==> src/rtl/pc_seq_pkg.sv <==
// Shared types and constants for the program-counter sequencer.
// Optional bounds checking is enabled by defining PC_BOUNDS_CHECK_EN.
package pc_seq_pkg;

    localparam int WORD_W = 32;

    localparam logic [WORD_W-1:0] DEFAULT_RESET_VECTOR = 32'h0000_0000;
    localparam logic [WORD_W-1:0] DEFAULT_TRAP_VECTOR  = 32'h0000_0040;
    localparam logic [WORD_W-1:0] DEFAULT_IMEM_DEPTH   = 32'd1024;

    typedef enum logic [1:0] {
        IDLE  = 2'd0,
        REQ   = 2'd1,
        DRAIN = 2'd2,
        HOLD  = 2'd3
    } pc_state_e;

    function automatic logic in_bounds(input logic [WORD_W-1:0] addr,
                                       input logic [WORD_W-1:0] depth);
        return (addr < depth);
    endfunction

endpackage

==> src/rtl/pc_incr.sv <==
// Combinational word-address incrementer; wraps modulo 2^WORD_W with no carry out.
module pc_incr
    import pc_seq_pkg::*;
(
    input  logic [WORD_W-1:0] value,
    output logic [WORD_W-1:0] value_inc
);

    assign value_inc = value + {{(WORD_W-1){1'b0}}, 1'b1};

endmodule

==> src/rtl/pc_sequencer.sv <==
// Program counter and instruction-fetch sequencer for the single-issue core.
// Define PC_BOUNDS_CHECK_EN to trap fetches at or beyond IMEM_DEPTH to TRAP_VECTOR.
module pc_sequencer
    import pc_seq_pkg::*;
#(
    parameter logic [31:0] RESET_VECTOR = DEFAULT_RESET_VECTOR
`ifdef PC_BOUNDS_CHECK_EN
    ,
    parameter logic [31:0] TRAP_VECTOR  = DEFAULT_TRAP_VECTOR,
    parameter logic [31:0] IMEM_DEPTH   = DEFAULT_IMEM_DEPTH
`endif
) (
    input  logic        clk,
    input  logic        rst_n,
    input  logic        redirect_valid,
    input  logic [31:0] redirect_target,
    output logic        imem_req,
    output logic [31:0] imem_addr,
    input  logic        imem_ack,
    input  logic [31:0] imem_rdata,
    output logic        if_valid,
    input  logic        if_ready,
    output logic [31:0] if_pc,
    output logic [31:0] if_instr,
    output logic        fault
);

    pc_state_e         state_r, state_s;
    logic [WORD_W-1:0] pc_r, pc_s;
    logic [WORD_W-1:0] addr_r, addr_s;
    logic [WORD_W-1:0] addr_inc_s;
    logic              imem_req_r, imem_req_s;
    logic              if_valid_r, if_valid_s;
    logic [WORD_W-1:0] if_pc_r, if_pc_s;
    logic [WORD_W-1:0] if_instr_r, if_instr_s;
    logic              issue_s;

    pc_incr u_incr (
        .value     (addr_r),
        .value_inc (addr_inc_s)
    );

    // Next-state and next-register computation; issue_s marks entry into a fresh request.
    always_comb begin
        state_s    = state_r;
        pc_s       = pc_r;
        addr_s     = addr_r;
        if_valid_s = if_valid_r;
        if_pc_s    = if_pc_r;
        if_instr_s = if_instr_r;
        issue_s    = 1'b0;
        case (state_r)
            IDLE: begin
                issue_s = 1'b1;
                state_s = REQ;
                if (redirect_valid) begin
                    pc_s   = redirect_target;
                    addr_s = redirect_target;
                end else begin
                    addr_s = pc_r;
                end
            end
            REQ: begin
                if (imem_ack && redirect_valid) begin
                    pc_s    = redirect_target;
                    addr_s  = redirect_target;
                    issue_s = 1'b1;
                    state_s = REQ;
                end else if (imem_ack) begin
                    if_instr_s = imem_rdata;
                    if_pc_s    = addr_r;
                    if_valid_s = 1'b1;
                    pc_s       = addr_inc_s;
                    state_s    = HOLD;
                end else if (redirect_valid) begin
                    // The bus cannot be abandoned mid-request: wait it out in DRAIN.
                    pc_s    = redirect_target;
                    state_s = DRAIN;
                end else begin
                    state_s = REQ;
                end
            end
            DRAIN: begin
                if (imem_ack && redirect_valid) begin
                    pc_s    = redirect_target;
                    addr_s  = redirect_target;
                    issue_s = 1'b1;
                    state_s = REQ;
                end else if (imem_ack) begin
                    addr_s  = pc_r;
                    issue_s = 1'b1;
                    state_s = REQ;
                end else if (redirect_valid) begin
                    pc_s    = redirect_target;
                    state_s = DRAIN;
                end else begin
                    state_s = DRAIN;
                end
            end
            HOLD: begin
                if (redirect_valid) begin
                    if_valid_s = 1'b0;
                    pc_s       = redirect_target;
                    addr_s     = redirect_target;
                    issue_s    = 1'b1;
                    state_s    = REQ;
                end else if (if_ready) begin
                    if_valid_s = 1'b0;
                    addr_s     = pc_r;
                    issue_s    = 1'b1;
                    state_s    = REQ;
                end else begin
                    state_s = HOLD;
                end
            end
            default: begin
                state_s = IDLE;
            end
        endcase
`ifdef PC_BOUNDS_CHECK_EN
        if (issue_s && !in_bounds(addr_s, IMEM_DEPTH)) begin
            pc_s   = TRAP_VECTOR;
            addr_s = TRAP_VECTOR;
        end else begin
            addr_s = addr_s;
        end
`endif
        imem_req_s = (state_s == REQ) || (state_s == DRAIN);
    end

    // FSM state register.
    always_ff @(posedge clk or negedge rst_n) begin
        if (!rst_n) begin
            state_r <= IDLE;
        end else begin
            state_r <= state_s;
        end
    end

    // Datapath and registered output stage.
    always_ff @(posedge clk or negedge rst_n) begin
        if (!rst_n) begin
            pc_r       <= RESET_VECTOR;
            addr_r     <= RESET_VECTOR;
            imem_req_r <= 1'b0;
            if_valid_r <= 1'b0;
            if_pc_r    <= 32'h0000_0000;
            if_instr_r <= 32'h0000_0000;
        end else begin
            pc_r       <= pc_s;
            addr_r     <= addr_s;
            imem_req_r <= imem_req_s;
            if_valid_r <= if_valid_s;
            if_pc_r    <= if_pc_s;
            if_instr_r <= if_instr_s;
        end
    end

`ifdef PC_BOUNDS_CHECK_EN
    logic fault_r;

    // Sticky bounds fault, cleared only by reset.
    always_ff @(posedge clk or negedge rst_n) begin
        if (!rst_n) begin
            fault_r <= 1'b0;
        end else if (issue_s && !in_bounds(addr_s, IMEM_DEPTH)) begin
            fault_r <= 1'b1;
        end else begin
            fault_r <= fault_r;
        end
    end

    assign fault = fault_r;
`else
    assign fault = 1'b0;
`endif

    assign imem_req  = imem_req_r;
    assign imem_addr = addr_r;
    assign if_valid  = if_valid_r;
    assign if_pc     = if_pc_r;
    assign if_instr  = if_instr_r;

endmodule

==> config.mk <==
export PLATFORM = sky130hd
export DESIGN_NAME = pc_sequencer
export DESIGN_NICKNAME = d
export VERILOG_FILES = /design/src/rtl/pc_seq_pkg.sv /design/src/rtl/pc_incr.sv /design/src/rtl/pc_sequencer.sv
export SDC_FILE = /design/constraint.sdc
export NUM_CORES = 1
export LEC_CHECK = 0
export BUFFER_PORTS_ARGS = -buffer_cell sky130_fd_sc_hd__buf_2
export CAP_MARGIN = 10
export CORE_MARGIN = 5
export CORE_UTILIZATION = 35
export CTS_CLUSTER_DIAMETER = 200
export DETAILED_ROUTE_END_ITERATION = 8
export PLACE_DENSITY = 0.52
export RECOVER_POWER = 100
export SLEW_MARGIN = 20
export SYNTH_ARGS = -nofsm -noshare
export SYNTH_HDL_FRONTEND = slang
export SYNTH_HIERARCHICAL = 1
export SYNTH_SLANG_ARGS = --single-unit
==> constraint.sdc <==
create_clock -name clk -period 2.6 [get_ports clk]
set_clock_uncertainty 0.2 [all_clocks]
set_input_delay 0.26 -clock clk [delete_from_list [all_inputs] [get_ports clk]]
set_output_delay 0.26 -clock clk [all_outputs]
set_load 0.02 [all_outputs]
==> results.py, run 1 <==
metrics = {
    "placement": {
        "io_buffers": 166,
        "dpl.hpwl_um": 17280,
        "place_ws_ns": 0.2662,
        "gp_congestion": 0.8066,
    },
    "floorplan": {
        "fp.dieW_um": 164.5,
        "fp.dieH_um": 164.5,
        "start_util_pct": 35.60,
        "fp-row-count": 56,
        "fp.coreArea_um2": 23470,
        "io_pins": 168,
        "die_area_um2": 27060,
    },
    "pwr": {
        "p_leak_nw": 4.648,
        "swShare_pct": 43.39,
        "ir_drop_v": 0.0006540,
        "intPower_w": 0.007237,
        "seqPwrFrac_pct": 30.3,
        "p_clk_share_pct": 20.1,
        "powerDensity_nw_per_um2": 1231,
        "power.net_switching_w": 0.005547,
        "power_frac_comb_pct": 49.6,
        "finalPower_w": 0.01278,
    },
    "detailed_routing": {
        "dr_total_vias": 7261,
        "antenna_left": 0,
        "post_drt_via_cell_ratio": 5.411,
        "dr.pass1.iters": 5,
        "wl_um": 26150,
        "drc": 0,
        "drt_iter0_markers": 593,
        "routedWlPerCell_um": 19.49,
    },
    "setup_path": {
        "critPathBufInv": 3,
        "critical_path_class": "register to register",
        "arrival_ns": 2.50,
        "critPathSlowestCell": "nand2_2",
        "critical_path.max_stage_delay_ns": 0.42,
        "worst_ep_required_time_ns": 2.70,
        "critPathLaunchType": "register",
        "path_max_fanout": 29,
        "endpoint_kind": "register",
        "cp_cell_sequence": "inv_1 > ha_1 > buf_4 > nand2_2 > buf_6 > mux2_2",
        "critical_path.top_delay_family": "buffers and inverters",
    },
    "logic_synthesis": {
        "synth.avg_cell_area_um2": 10.05,
        "synth_cells": 831,
        "synth_seq_area_share_pct": 39.53,
        "syn_area_um2": 8356,
        "synth_edf_count": 0,
        "synth_ff_type": "dfrtp_1",
        "syn_nets": 908,
        "yosysTopAreaCellShare_pct": 39.53,
        "yosys.area.top_type": "dfrtp_1",
        "ys_ff_latch": 132,
        "synth_warnings": 6,
        "yosys-top-cells-area": "dfrtp_1 (40%), mux2_2 (17%), a21o_1 (5.8%)",
        "synth_commonest_cells": "dfrtp_1 (132), mux2_2 (128), nor2_1 (74)",
        "synth_cell_type_count": 40,
        "synthArstFlopShare_pct": 100.0,
        "synth_most_common_cell": "dfrtp_1",
    },
    "grt": {
        "grt_pass1_vias": 7274,
        "grt-ovfl-total": 0,
        "globalRouteTotalUtil_pct": 19.61,
        "grt_pass1_wl_um": 41810,
        "antenna_found_initial": 0,
        "grt_max_degree": 73,
    },
    "cells_and_area": {
        "multiInputGateArea_um2": 4597,
        "n_antenna_cell": 0,
        "fin_nets": 1089,
        "synthToLayoutAreaGrowth_pct": 24.27,
        "drive_above_1_share_pct": 26.88,
        "regArea_um2": 3303,
        "fillers": 2346,
    },
    "clocking": {
        "post_cts_buffers": 0,
        "numCtsBuffers": 17,
        "cts_buffer_depth": 2,
        "tritoncts": "done",
        "cts_root_buf": "clkbuf_16",
        "cts.clk_slew.worst_paths_ns": 0.07,
        "worst_skew_pair.late_latency_ns": 0.43,
        "htree_levels": 4,
        "cts.sinks": 132,
    },
    "timing": {
        "timing.final.hold_violations": 0,
        "rsz0062_at_grt": "no",
        "setup_ws_ns": 0.2037,
        "tns_ns": 0,
        "fmax_mhz": 417.3,
        "relSlewSlack_pct": 14.87,
        "fin_crit_ns": 2.396,
        "worst_pin_slew_ns": 1.277,
        "slew_violations": 0,
        "finalCritPeriodShare_pct": 92.17,
        "setup_viol": 0,
    },
    "hold_path": {
        "hold_path.class": "primary input to register",
    },
    "job": {
        "max_cap_violations": 0,
    },
    "run_status": {
        "outcome": "finished clean",
    },
}
## stage by stage
stage	cell area, µm²	std cells	util [%]	hold WS, ns
floorplan	8356	831	-	-0.2356
global placement	9632	1278	41.03	0.03795
detailed placement	9632	1278	41.03	0.03864
CTS	10580	1342	45.06	0.01193
global route	10380	1342	44.24	0.04072
finish	10380	1342	44.24	0.02158
## layout by cell type (no fill, tap or decap), types with 25 or more instances in the layout
cell type and instances:
dlygate4sd3_1 34, nor2_1 74, buf_2 71, a211oi_1 32, buf_4 25, clkbuf_1 101
a21oi_1 44, a22oi_1 32, mux2_2 128, dfrtp_1 132, a21o_1 64, o21ai_0 25
## tightest hold or removal path, delay by kind of cell
kind                   cells  cell delay (ns)
buffers and inverters      1             0.12
AO/OA/AOI/OAI              2             0.23
## sequential cells by signal, summed over array words and instances, names as in the netlist
name,flops
if_instr,32
if_pc,32
imem_addr,32
pc_r,32
state_r,2
if_valid,1
imem_req,1
## final timing paths
path	start	endpoint	slack, ns	depth (start not counted)
setup / recovery	state_r[1]$_DFF_PN0_	if_instr[30]$_DFFE_PN0P_	0.20	6
hold / removal	redirect_target[5]	pc_r[5]$_DFFE_PN0P_	0.02	3
setup reg to reg	state_r[1]$_DFF_PN0_	if_instr[30]$_DFFE_PN0P_	0.20	6
hold reg to reg	if_instr[17]$_DFFE_PN0P_	if_instr[17]$_DFFE_PN0P_	0.30	1
max in group asynchronous	rst_n	pc_r[7]$_DFFE_PN0P_	0.54	3
min in group asynchronous	rst_n	if_instr[2]$_DFFE_PN0P_	0.46	2
## area by class of cell
| type | instances | area share (%) |
|---|---|---|
| sequential | 132 | 31.81 |
| timing repair buffer | 241 | 13.52 |
| tap | 319 | 3.844 |
| multi-input combinational | 600 | 44.27 |
| clock buffer | 21 | 4.338 |
| clock inverter | 9 | 1.494 |
| inverter | 20 | 0.7230 |
## cells by family after synthesis
kind of cell    after synthesis  synth area share (%)
flops                       132                 39.53
fa+ha+maj                     8                 1.198
mux                         128                 17.25
other cells                   1               0.04488
compound gates              264                 22.43
simple gates                168                 10.75
xor+xnor                     31                 3.249
buf+inv                      99                 5.541
## routing by layer
metal / track usage, % / vias to the layer above / routed length, µm
li1: - / 3449 / -
met1: 26.43 / 3617 / 11880
met2: 32.52 / 173 / 12760
met3: 3.219 / 22 / 1056
met4: 5.898 / 0 / 456
met5: 0 / - / 0
## timing repair
action / in CTS / in global routing
gates resized for setup: 0 / 1
hold buffers: 34 / 0
endpoints found under the hold margin: 77 / 0
endpoints found under the setup margin: 0 / 1
## power by group through the flow
stage          Clock (W)  Combinational, W  Sequential, W
2_1_floorplan          0           0.00354        0.00468
3_3_place_gp           0           0.00661        0.00387
3_5_place_dp           0           0.00663        0.00389
4_1_cts          0.00262           0.00670        0.00385
5_1_grt          0.00270           0.00697        0.00402
6_report         0.00256           0.00635        0.00387
(Power assumes the default switching activity.)
==> run 2: changes to the inputs <==
- RECOVER_POWER: 100 -> unset
==> run 2 against run 1 <==
Against the previous run: first-iteration DRC count grew 6.2%; clock-buffer cell count is the same; combinational power rose by 4.4%; wire length about the same; total power grew 2.0%; largest power group unchanged; critical path type unchanged; highest routed layer unchanged; sequential cell count stayed put; sequential power hardly changed; global-route usage stayed put.
==> results.py, run 2 (synthesis gave the netlist of run 1 again) <==
metrics = {
    "clocking": {
        "worst_skew_pair.late_latency_ns": 0.42,
        "numCtsBuffers": 17,
        "htree_levels": 4,
        "cts.sinks": 132,
        "cts_buffer_depth": 2,
        "cts_root_buf": "clkbuf_16",
        "cts.clk_slew.worst_paths_ns": 0.06,
        "post_cts_buffers": 0,
        "tritoncts": "done",
    },
    "timing": {
        "tns_ns": 0,
        "setup_viol": 0,
        "finalCritPeriodShare_pct": 89.38,
        "slew_violations": 0,
        "fin_crit_ns": 2.324,
        "rsz0062_at_grt": "no",
        "holdWs_ns": 0.02983,
        "timing.final.hold_violations": 0,
        "fmax_mhz": 430.3,
    },
    "cells_and_area": {
        "final_cell_mix": "buf_2 (165), dfrtp_1 (132), mux2_2 (128), nor2_1 (74), a21o_1 (64)",
        "synthToLayoutAreaGrowth_pct": 26.61,
        "final_util_pct": 45.07,
        "fin_nets": 1089,
        "n_antenna_cell": 0,
        "finalInstanceArea_um2": 10580,
        "drive_above_1_share_pct": 37.05,
        "layout_commonest_cell": "buf_2",
    },
    "grt": {
        "antenna_found_initial": 0,
        "globalRouteTotalUtil_pct": 19.61,
        "grt_pass1_vias": 7274,
        "grt-ovfl-total": 0,
        "grt_max_degree": 73,
        "grt_pass1_wl_um": 41810,
    },
    "floorplan": {
        "die_area_um2": 27060,
        "fp.dieW_um": 164.5,
        "fp-row-count": 56,
        "start_util_pct": 35.60,
        "io_pins": 168,
        "fp.dieH_um": 164.5,
        "fp.coreArea_um2": 23470,
    },
    "setup_path": {
        "critPathLaunchType": "register",
        "cp_cell_sequence": "and4_2 > nand3_4 > nor4_2 > xor2_1 > inv_1 > nor3_1 > o22ai_1 > a21oi_1",
        "worst_ep_required_time_ns": 2.75,
        "critical_path_class": "register to register",
        "endpoint_kind": "register",
        "critPathSlowestCell": "dfrtp_1",
        "critical_path.max_stage_delay_ns": 0.48,
        "arrival_ns": 2.48,
        "path_max_fanout": 10,
    },
    "detailed_routing": {
        "routedWlPerCell_um": 19.48,
        "drc": 0,
        "dr_total_vias": 7256,
        "dr.pass1.iters": 5,
        "antenna_left": 0,
        "post_drt_via_cell_ratio": 5.407,
        "wl_um": 26150,
        "drt_iter0_markers": 630,
    },
    "placement": {
        "gp_congestion": 0.8066,
        "io_buffers": 166,
        "detailed_place.area_um2": 9632,
        "dpl.hpwl_um": 17280,
    },
    "job": {
        "max_cap_violations": 0,
    },
    "run_status": {
        "outcome": "finished clean",
    },
    "pwr": {
        "powerDensity_nw_per_um2": 1233,
        "finalPower_w": 0.01304,
        "p_leak_nw": 4.973,
        "ir_drop_v": 0.0006663,
    },
    "hold_path": {
        "hold_path.class": "primary input to register",
    },
}
[run 2: cell count changes in the layout (fill, tap and decap cells not counted), moves of 2 or more]
cell      delta
ha_2         +2
clkbuf_1    -98
ha_1         -2
buf_4        +9
buf_2       +94
buf_12       +2
clkbuf_2     -6
[run 2: per-stage QoR]
stage	setup slack [ns]	instances
floorplan	0.3778	831
global placement	0.3119	1278
detailed placement	0.2662	1278
CTS	0.2432	1342
global route	0.02904	1342
finish	0.2762	1342
[run 2: area by class of cell]
class,count,area (µm²)
sequential,132,3303
timing repair buffer,241,1573
clock inverter,9,155.1
tap,319,399.1
multi-input combinational,600,4623
inverter,20,75.07
clock buffer,21,450.4
fill,2292,12890
[run 2: worst max-delay path, delay by kind of cell, from the launching register on]
kind / cells / cell delay (ns)
buffers and inverters: 1 / 0.07
AND/OR/NAND/NOR: 4 / 1.09
XOR/XNOR: 1 / 0.19
AO/OA/AOI/OAI: 2 / 0.23
flip-flops: 1 / 0.48
[run 2: final timing paths]
check | cells after the start | to | slack, ns | start
worst min-delay path | 3 | pc_r[5]$_DFFE_PN0P_ | 0.03 | redirect_target[5]
worst max-delay path | 8 | pc_r[27]$_DFFE_PN0P_ | 0.28 | imem_addr[3]$_DFFE_PN0P_
worst max register to register | 8 | pc_r[27]$_DFFE_PN0P_ | 0.28 | imem_addr[3]$_DFFE_PN0P_
worst min register to register | 1 | if_instr[20]$_DFFE_PN0P_ | 0.30 | if_instr[20]$_DFFE_PN0P_
min in group asynchronous | 2 | if_instr[2]$_DFFE_PN0P_ | 0.15 | rst_n
max in group asynchronous | 3 | if_pc[13]$_DFFE_PN0P_ | 1.38 | rst_n
[run 2: timing repair]
item / in CTS / in global routing
gates resized for setup: 0 / 1
hold buffers: 34 / 0
setup endpoints to repair: 0 / 1
endpoints found under the hold margin: 77 / 0
[run 2: per-layer routing]
metal	wire [µm]	GRT usage [%]
met1	11730	26.43
met2	12790	32.52
met3	1195	3.219
met4	429	5.898
met5	0	0
[run 2: power breakdown]
part           switching [W]  internal [W]  leakage, nW
logic                0.00380       0.00283         3.05
registers           0.000806       0.00305         1.63
clock network       0.000937       0.00162        0.293
total                0.00554       0.00750         4.97
==> run 3: changes to the inputs <==
- GPL_TIMING_DRIVEN: unset -> 0
- clock period: 2.6 -> 2.2 ns (I/O delays scaled with it)
==> run 3 against run 2 <==
Against the previous run: the run now ends with setup timing left; critical path depth decreased by 1; wire length increased by 10%; core utilization rose by 3.6 points; sequential power grew 16%.
==> results.py, run 3 (synthesis gave the netlist of run 1 again) <==
metrics = {
    "clocking": {
        "cts.sinks": 132,
        "tritoncts": "done",
        "cts.clk_slew.worst_paths_ns": 0.06,
        "numCtsBuffers": 17,
        "cts_root_buf": "clkbuf_16",
        "worst_skew_pair.late_latency_ns": 0.44,
        "cts_buffer_depth": 2,
        "htree_levels": 4,
    },
    "floorplan": {
        "fp-row-count": 56,
        "die_area_um2": 27060,
        "fp.dieH_um": 164.5,
        "fp.coreArea_um2": 23470,
        "io_pins": 168,
        "start_util_pct": 35.60,
        "fp.dieW_um": 164.5,
    },
    "run_status": {
        "violations": "setup timing",
        "outcome": "finished, violations left",
    },
    "setup_path": {
        "critPathBufInv": 1,
        "critical_path.max_stage_delay_ns": 0.40,
        "critical_path.top_delay_family": "simple AND/OR/NAND/NOR gates",
        "endpoint_kind": "register",
        "critPathLaunchType": "register",
        "path_max_fanout": 8,
        "arrival_ns": 2.33,
        "cp_cell_sequence": "and4_4 > nand3_4 > buf_4 > nor4_4 > xor2_1 > a222oi_1 > a21oi_1",
        "critical_path_class": "register to register",
        "worst_ep_required_time_ns": 2.30,
        "critPathSlowestCell": "dfrtp_1",
    },
    "grt": {
        "grt-ovfl-total": 0,
        "antenna_found_initial": 1,
        "globalRouteTotalUtil_pct": 21.29,
        "grt_pass1_wl_um": 44730,
        "grt_pass1_vias": 7874,
        "grt_max_degree": 68,
    },
    "detailed_routing": {
        "antenna_left": 0,
        "dr.pass1.iters": 7,
        "drc": 0,
        "wl_um": 28850,
        "routedWlPerCell_um": 20.10,
        "dr_total_vias": 7840,
        "drt_iter0_markers": 547,
        "post_drt_via_cell_ratio": 5.463,
    },
    "cells_and_area": {
        "drive_above_1_share_pct": 45.07,
        "n_antenna_cell": 0,
        "layout_commonest_cell": "buf_2",
        "final_cell_mix": "buf_2 (187), mux2_2 (128), dfrtp_1 (116), nor2_1 (72), a21o_1 (64)",
        "fin_nets": 1180,
        "fillers": 2219,
        "synthToLayoutAreaGrowth_pct": 36.70,
        "finalInstanceArea_um2": 11420,
    },
    "pwr": {
        "seqPwrFrac_pct": 27.2,
        "ir_drop_v": 0.0006064,
        "power.net_switching_w": 0.007315,
        "powerDensity_nw_per_um2": 1442,
        "intPower_w": 0.009157,
        "p_leak_nw": 5.445,
        "swShare_pct": 44.41,
        "power_frac_comb_pct": 54.5,
        "p_clk_share_pct": 18.4,
    },
    "placement": {
        "io_buffers": 166,
        "gp_congestion": 0.8408,
        "dpl.hpwl_um": 19630,
        "place_ws_ns": -0.6500,
        "detailed_place.area_um2": 9625,
    },
    "timing": {
        "fin_crit_ns": 2.227,
        "finalCritPeriodShare_pct": 101.2,
        "timing.final.hold_violations": 0,
        "fmax_mhz": 449.1,
        "worst_pin_slew_ns": 0.5948,
        "slew_violations": 0,
        "rsz0062_at_grt": "yes",
        "tns_ns": -0.05736,
        "holdWs_ns": 0.02405,
        "relSlewSlack_pct": 60.34,
        "setup_viol": 3,
        "setup_ws_ns": -0.02655,
    },
    "job": {
        "max_cap_violations": 0,
    },
    "hold_path": {
        "hold_path.class": "primary input to register",
    },
}
==> run 3: changes by cell type in the layout (fill, tap and decap cells not counted), moves of 16 or more <==
cell / delta
a211oi_1: -19
a211oi_2: +17
buf_2: +22
buf_4: +16
clkbuf_2: +16
dfrtp_1: -16
dfrtp_2: +16
==> run 3: cell type report <==
class	count	area [µm²]	area share, %
buffer	78	460.4	4.031
timing repair buffer	254	1660	14.54
clock inverter	15	185.2	1.621
clock buffer	17	425.4	3.724
sequential	132	3323	29.09
inverter	20	75.07	0.6572
tap	319	399.1	3.494
multi-input combinational	600	4893	42.84
==> run 3: metrics by stage <==
stage	total power [W]	utilization (%)	cells
3_3_place_gp	0.01231	40.85	1316
5_1_grt	0.01749	48.66	1435
6_report	0.01647	48.66	1435
2_1_floorplan	0.009719	-	831
4_1_cts	0.01604	46.98	1411
3_5_place_dp	0.01241	41.01	1317
==> run 3: per-layer routing <==
layer | vias up | global-route usage (%) | wire [µm]
li1 | 3657 | - | -
met1 | 3914 | 28.43 | 12670
met2 | 229 | 36.32 | 14300
met3 | 38 | 3.169 | 1383
met4 | 2 | 5.482 | 478
met5 | - | 0 | 11
==> run 3: timing repair <==
| item | 4_1_cts | 5_1_grt |
|---|---|---|
| endpoints found under the setup margin | 124 | 67 |
| setup buffers | 21 | 25 |
| hold buffers | 41 | 0 |
| endpoints found under the hold margin | 106 | 0 |
| pin swaps | 7 | 25 |
| resized for setup | 69 | 69 |
==> run 3: worst register-to-register path: stages, from the launching register on <==
cell,delay [ns]
dfrtp_1,0.40
and4_4,0.28
nand3_4,0.18
buf_4,0.21
nor4_4,0.23
xor2_1,0.12
a222oi_1,0.37
a21oi_1,0.12
==> run 3: final timing paths <==
kind	from	endpoint	slack, ns	cells after the start
max	imem_addr[14]$_DFFE_PN0P_	pc_r[24]$_DFFE_PN0P_	-0.03	7
min	redirect_target[3]	pc_r[3]$_DFFE_PN0P_	0.02	3
max reg2reg	imem_addr[14]$_DFFE_PN0P_	pc_r[24]$_DFFE_PN0P_	-0.03	7
min reg2reg	if_pc[14]$_DFFE_PN0P_	if_pc[14]$_DFFE_PN0P_	0.30	1
max in group asynchronous	rst_n	imem_addr[12]$_DFFE_PN0P_	0.93	3
min in group asynchronous	rst_n	if_instr[18]$_DFFE_PN0P_	0.12	2
==> run 3: power by group through the flow <==
stage	Clock [W]	Combinational, W	Sequential (W)
finish	0.00303	0.00897	0.00447
CTS	0.00308	0.00845	0.00451
global route	0.00319	0.00967	0.00463
global placement	0	0.00766	0.00465
floorplan	0	0.00418	0.00554
detailed placement	0	0.00773	0.00468
